`config.mk`:
```
export PLATFORM = sky130hd
export DESIGN_NAME = adc_spi_sampler
export DESIGN_NICKNAME = d
export VERILOG_FILES = /design/src/rtl/adc_spi_sampler.sv
export SDC_FILE = /design/constraint.sdc
export NUM_CORES = 1
export LEC_CHECK = 0
export BUFFER_PORTS_ARGS = -buffer_cell sky130_fd_sc_hd__buf_2
export CORE_ASPECT_RATIO = 0.75
export CORE_MARGIN = 1.5
export CORE_UTILIZATION = 50
export DETAILED_ROUTE_END_ITERATION = 8
export PLACE_DENSITY = 0.7
export SYNTH_ARGS = -nofsm -noshare
export SYNTH_HDL_FRONTEND = slang
export SYNTH_SLANG_ARGS = --single-unit
```
`constraint.sdc`:
```
create_clock -name clk -period 4.6 [get_ports clk]
set_clock_uncertainty 0.1 [all_clocks]
set_input_delay 1.38 -clock clk [delete_from_list [all_inputs] [get_ports clk]]
set_output_delay 1.38 -clock clk [all_outputs]
set_load 0.03 [all_outputs]
```
`src/rtl/adc_spi_sampler.sv`:
```
// Periodic SPI-ADC reader (mode 0, read-only). Each trigger runs one chip-select frame and
// publishes the captured sample with a one-cycle strobe; triggers that arrive mid-frame set a sticky overrun flag.
module adc_spi_sampler #(
   parameter int DATA_BITS     = 10,
   parameter int LEAD_BITS     = 2,
   parameter int CLK_DIV       = 2,
   parameter int SAMPLE_PERIOD = 64
) (
   input  logic                 clk,
   input  logic                 rst_n,
   input  logic                 ena,
   input  logic                 adc_miso,
   output logic                 adc_sclk,
   output logic                 adc_cs_n,
   output logic [DATA_BITS-1:0] sample_out,
   output logic                 strobe_out,
   output logic                 overrun_out
);

   localparam int FRAME_BITS = LEAD_BITS + DATA_BITS;
   localparam int CNT_W      = (SAMPLE_PERIOD > 1) ? $clog2(SAMPLE_PERIOD) : 1;
   localparam int DIV_W      = (CLK_DIV > 1) ? $clog2(CLK_DIV) : 1;
   localparam int BIT_W      = (FRAME_BITS > 1) ? $clog2(FRAME_BITS) : 1;

   localparam logic [CNT_W-1:0] CNT_LAST = CNT_W'(SAMPLE_PERIOD - 1);
   localparam logic [DIV_W-1:0] DIV_LAST = DIV_W'(CLK_DIV - 1);
   localparam logic [BIT_W-1:0] BIT_LAST = BIT_W'(FRAME_BITS - 1);

   localparam logic [2:0] S_IDLE  = 3'd0;
   localparam logic [2:0] S_SETUP = 3'd1;
   localparam logic [2:0] S_SHIFT = 3'd2;
   localparam logic [2:0] S_HOLD  = 3'd3;
   localparam logic [2:0] S_PUB   = 3'd4;

   logic [2:0]           state;
   logic [CNT_W-1:0]     trig_cnt;
   logic [DIV_W-1:0]     div_cnt;
   logic [BIT_W-1:0]     bit_cnt;
   logic [DATA_BITS-1:0] hold_reg;
   logic                 trig;
   logic                 div_done;

   assign trig     = ena && (trig_cnt == CNT_LAST);
   assign div_done = (div_cnt == DIV_LAST);

   // Free-running trigger timebase; frozen while ena is low.
   always_ff @(posedge clk or negedge rst_n) begin
      if (!rst_n) begin
         trig_cnt <= '0;
      end else if (ena) begin
         trig_cnt <= (trig_cnt == CNT_LAST) ? '0 : trig_cnt + CNT_W'(1);
      end
   end

   always_ff @(posedge clk or negedge rst_n) begin
      if (!rst_n) begin
         overrun_out <= 1'b0;
      end else if (trig && (state != S_IDLE)) begin
         overrun_out <= 1'b1;
      end
   end

   // Frame sequencer; cs_n and sclk are registered so they change only with state.
   always_ff @(posedge clk or negedge rst_n) begin
      if (!rst_n) begin
         state      <= S_IDLE;
         div_cnt    <= '0;
         bit_cnt    <= '0;
         hold_reg   <= '0;
         adc_cs_n   <= 1'b1;
         adc_sclk   <= 1'b0;
         sample_out <= '0;
         strobe_out <= 1'b0;
      end else begin
         case (state)
            S_IDLE: begin
               strobe_out <= 1'b0;
               adc_cs_n   <= 1'b1;
               adc_sclk   <= 1'b0;
               if (trig) begin
                  state    <= S_SETUP;
                  adc_cs_n <= 1'b0;
                  div_cnt  <= '0;
               end
            end
            S_SETUP: begin
               if (div_done) begin
                  state   <= S_SHIFT;
                  div_cnt <= '0;
                  bit_cnt <= '0;
               end else begin
                  div_cnt <= div_cnt + DIV_W'(1);
               end
            end
            S_SHIFT: begin
               if (!div_done) begin
                  div_cnt <= div_cnt + DIV_W'(1);
               end else if (!adc_sclk) begin
                  // Rising sclk edge: capture MSB-first; lead bits fall off the top.
                  div_cnt  <= '0;
                  adc_sclk <= 1'b1;
                  hold_reg <= {hold_reg[DATA_BITS-2:0], adc_miso};
               end else begin
                  div_cnt  <= '0;
                  adc_sclk <= 1'b0;
                  if (bit_cnt == BIT_LAST) begin
                     state <= S_HOLD;
                  end else begin
                     bit_cnt <= bit_cnt + BIT_W'(1);
                  end
               end
            end
            S_HOLD: begin
               if (div_done) begin
                  state      <= S_PUB;
                  div_cnt    <= '0;
                  adc_cs_n   <= 1'b1;
                  sample_out <= hold_reg;
                  strobe_out <= 1'b1;
               end else begin
                  div_cnt <= div_cnt + DIV_W'(1);
               end
            end
            S_PUB: begin
               state      <= S_IDLE;
               strobe_out <= 1'b0;
            end
            default: begin
               state      <= S_IDLE;
               adc_cs_n   <= 1'b1;
               adc_sclk   <= 1'b0;
               strobe_out <= 1'b0;
            end
         endcase
      end
   end

endmodule

```
* After elaboration in Yosys (flattened, before gate mapping) *
Cells that the tools add are included.

word-level totals
  word-level logic and storage cells = 71
  register bits after elaboration = 38
  bits of input ports = 4
  output and inout port bits = 14

cells by class
  eq/ne operators = 13
  $add $sub $neg = 3
  reductions and logical operators = 18
  muxes and demuxes = 23
  bitwise logic cells = 4

operators by type and width
  cell                                            count
  two-way mux 3 bit                               6
  two-way mux 4 bit                               4
  != test 2 bit (second input constant)           7
  case mux 3 bit (4 select lines)                 1
  AND reduction 2 bit                             5
  OR reduction 3 bit                              3
  case mux 4 bit (2 select lines)                 1
  adder 6 x 1 -> 6 bit (second input constant)    1
  == test 3 x 2 -> 1 bit (second input constant)  2
  == test 6 bit (second input constant)           1
  two-way mux 1 bit                               6
  two-way mux 6 bit                               1
  case mux 1 bit (2 select lines)                 3
  AND reduction 6 bit                             1
  AND reduction 5 bit                             1
  adder 4 x 1 -> 4 bit (second input constant)    1
  == test 4 bit (second input constant)           1
  NOT 1 bit                                       4
  nonzero test 2 bit                              2
  == test 3 x 1 -> 1 bit (second input constant)  1
  == test 3 bit (second input constant)           1
  logical NOT 3 bit                               1
  case mux 1 bit (3 select lines)                 1
  AND reduction 3 bit                             1
  other kinds (4)                                 5

* Depth between registers and ports, before layout *
  word-level depth = 5
  mapped depth = 6
  mapped depth without buffers = 4

* Least setup slack after synthesis *
Ideal clock, no wire load.

  kind = in2reg
  start point = in ena
  end point = reg state[0]
  data arrival time = 2071 ps
  required time = 4396 ps
  buffers on the path = 0
  slack = 2325 ps
  cell stages on the path = 3
  setup time = 104 ps
  path through = nand3_1 or3_1 a221oi_1

on the way
  cells in the longest elaborated chain, start to end = 3

RTL lines
  element                               line  RTL
  from (decl)                           11    input logic ena,
  logical AND 1 bit                     43    assign trig = ena && (trig_cnt == CNT_LAST);
  != test 2 bit (no source line)        -
  AND reduction 6 bit (no source line)  -
  to (signal assigned)                  66    state <= S_IDLE;
  to (signal assigned)                  81    state <= S_SETUP;
  to (signal assigned)                  88    state <= S_SHIFT;
  to (decl)                             35    logic [2:0] state;

No other way between the ends.
A chain may end at the register's enable or synchronous reset.

* Worst setup path after layout *
  start point = reg adc_sclk
  end point = out adc_sclk

RTL lines
  element                 line  RTL
  from (decl)             13    output logic adc_sclk,
  from (signal assigned)  71    adc_sclk <= 1'b0;
  from (signal assigned)  79    adc_sclk <= 1'b0;
  from (signal assigned)  101   adc_sclk <= 1'b1;

No word-level cell between the ends.

==> reports/metrics.yaml <==
power_and_ir_drop:
  vdd_drop_max_mv: 0.310
  leakage_uw: 0.000878
  finalPower_uw: 714
  p_per_area_nw_per_um2: 378
critical_path:
  path_max_fanout: 7
  path_class: "flop to output port"
  crit_path_end_kind: "output port"
  arrival_ps: 1020
  cp.depth: 1
  crit_path_start: "adc_sclk"
  cp_top_family: "flip-flops"
  cp-endpoint: "adc_sclk"
  rrSetupSlack_ps: 2300
  cp-start-kind: "flop"
  r2r.worst_path.cells: 3
  reg2reg_to: "sample_out[6]"
  critical_path.cell_chain: "buf_2"
  cp_slowest_stage_delay_ps: 480
  worst_ep_required_time_ps: 3120
  cpMaxStageDelayCell: "dfrtp_1"
  critPathBufInv: 1
  r2r-start: "state[2]"
clock_network:
  clockBufferDepth: 2
  clkTransAtPathRegs_ps: 70
  clkLatencyLatePin_ps: 290
  cts-root-buf: "clkbuf_8"
  cts_made_buffers: 5
  cts_tree: "built"
  cts.sinks: 38
  ctsHoldBuffers: 0
  cts_setup_buffers: 0
  post_cts_resize_count: 0
  h-tree-depth: 2
final_layout:
  layout-drive-gt1-share_pct: 31.6
  antenna_cells: 0
  final_cells: 195
  register_area_um2: 952
  multiInputGateArea_um2: 684
  syn_to_final_growth_pct: 11.4
  n_fill_cell: 270
  nNetsFinal: 160
grt:
  first_global_vias: 973
  grt.overflow.total: 0
  grt_antenna_before_repair: 0
  grt_pass1_wl_um: 4570
  grtUsageTotal_pct: 16.5
  grt_max_degree: 39
detailed_routing:
  vias: 1098
  drt-total-wl_um: 2780
  drt_iter0_markers: 36
  drc: 0
  firstDrtPassIters: 4
  viasPerCell: 5.63
  wire_per_inst_um: 14.2
  drt.antenna.violating_nets: 0
logic_synthesis:
  syn_area_um2: 1700
  synth_async_sr_flop_share_pct: 100
  synth_enable_flop_cells: 0
  syn_inst: 137
  synth_seq_area_share_pct: 56.1
  syn-num-nets: 143
  synthDistinctLibCells: 36
  yosysWarnings: 0
  synth_flop_cell: "dfrtp_1"
  synth_area_per_cell_um2: 12.4
  ys_ff_latch: 38
timing:
  tns_ps: 0
  worstMarginPinSlew_ps: 783
  min_period_ps: 2500
  slew_headroom_pct: 47.8
  drv_slew: 0
  whs_ps: 364
  rsz0062_at_grt: "false"
  setup_viol: 0
  hold_violations: 0
  fmax_mhz: 400
  period_share_pct: 54.3
floorplan:
  die_w_um: 70.3
  start_util_pct: 52.0
  top_level_ports: 18
  rows: 18
  core_area_um2: 3270
  dieHeight_um: 53.4
  dieArea_um2: 3760
flow_run:
  max-cap-violations: 0
placement:
  place.port_buffers: 17
  placed_cells: 187
  gp_congestion: 0.727
  hpwl_um: 1840
worst_hold_path:
  hold_class: "flop to flop"
run_status:
  run_status: "finished clean"
metrics by stage:
stage	setup WS, ps	util, %	cell area, um2
after detailed placement	2100	54.9	1790
after floorplan	2330	-	1700
after CTS	2090	57.9	1890
after global routing	2050	57.9	1890
after global placement	2120	54.9	1790
final	2100	57.9	1890
power breakdown:
part / switching [uW] / internal (uW) / leakage [uW] / total (uW)
clock network: 114 / 120 / 0.0000472 / 234
registers: 30.3 / 369 / 0.000464 / 399
logic: 42.8 / 38.0 / 0.000366 / 80.8
total: 187 / 527 / 0.000878 / 714
layout make-up:
class,instances,share of cell area (%)
sequential,38,50.4
multi-input combinational,86,36.2
timing repair buffer,17,4.50
clock buffer,6,4.37
tap,40,2.65
inverter,6,1.19
clock inverter,2,0.662
logic make-up after synthesis:
logic type | Yosys count | synth area share [%]
multiplexers | 21 | 13.9
buffers and inverters | 13 | 3.54
AND/OR/NAND/NOR | 32 | 11.3
XOR/XNOR | 5 | 2.58
AO/OA/AOI/OAI | 26 | 11.1
adder cells (fa/ha/maj) | 2 | 1.47
flip-flops | 38 | 56.1
cells in the mapped netlist, drive strengths merged (3+ instances only):
cell,count,area share [%]
buf,4,1.5
nand2,5,1.1
nor2,6,1.3
clkbuf,3,0.66
or3,4,1.5
nand3,5,1.5
a31oi,4,1.5
a21oi,6,1.8
xnor2,3,1.5
inv,6,1.3
mux2,21,14
dfrtp,37,55
and3b,3,1.5
cells in the final DEF (no fill, tap or decap), types with 3 or more instances in the layout:
master / instances
xnor2_1: 3
and3b_1: 3
clkbuf_8: 6
mux2_2: 21
buf_2: 17
inv_1: 6
nand2_1: 5
or3_1: 4
nor2_1: 6
a31oi_1: 4
nand3_1: 5
dfrtp_1: 37
a21oi_1: 6
worst min-delay path by stage:
| stage | to | start | slack, ps | cells past startpoint |
|---|---|---|---|---|
| after floorplan | trig_cnt[4] | trig_cnt[4] | 370 | 1 |
| after global placement | overrun_out | overrun_out | 330 | 1 |
| after detailed placement | overrun_out | overrun_out | 350 | 1 |
| after CTS | overrun_out | overrun_out | 370 | 1 |
| after global routing | overrun_out | overrun_out | 390 | 1 |
| final | overrun_out | overrun_out | 360 | 1 |
layer usage:
layer | part of all wire [%] | vias to the layer above | wire length [um] | global-route usage, %
met3 | 4.8 | 4 | 132 | 7.24
met5 | 0 | - | 0 | 0
li1 | - | 540 | - | -
met1 | 50 | 533 | 1380 | 21.3
met2 | 44 | 21 | 1220 | 23.7
met4 | 1.4 | 0 | 40 | 8.01
Note: power is estimated with default switching activity, not from simulation.
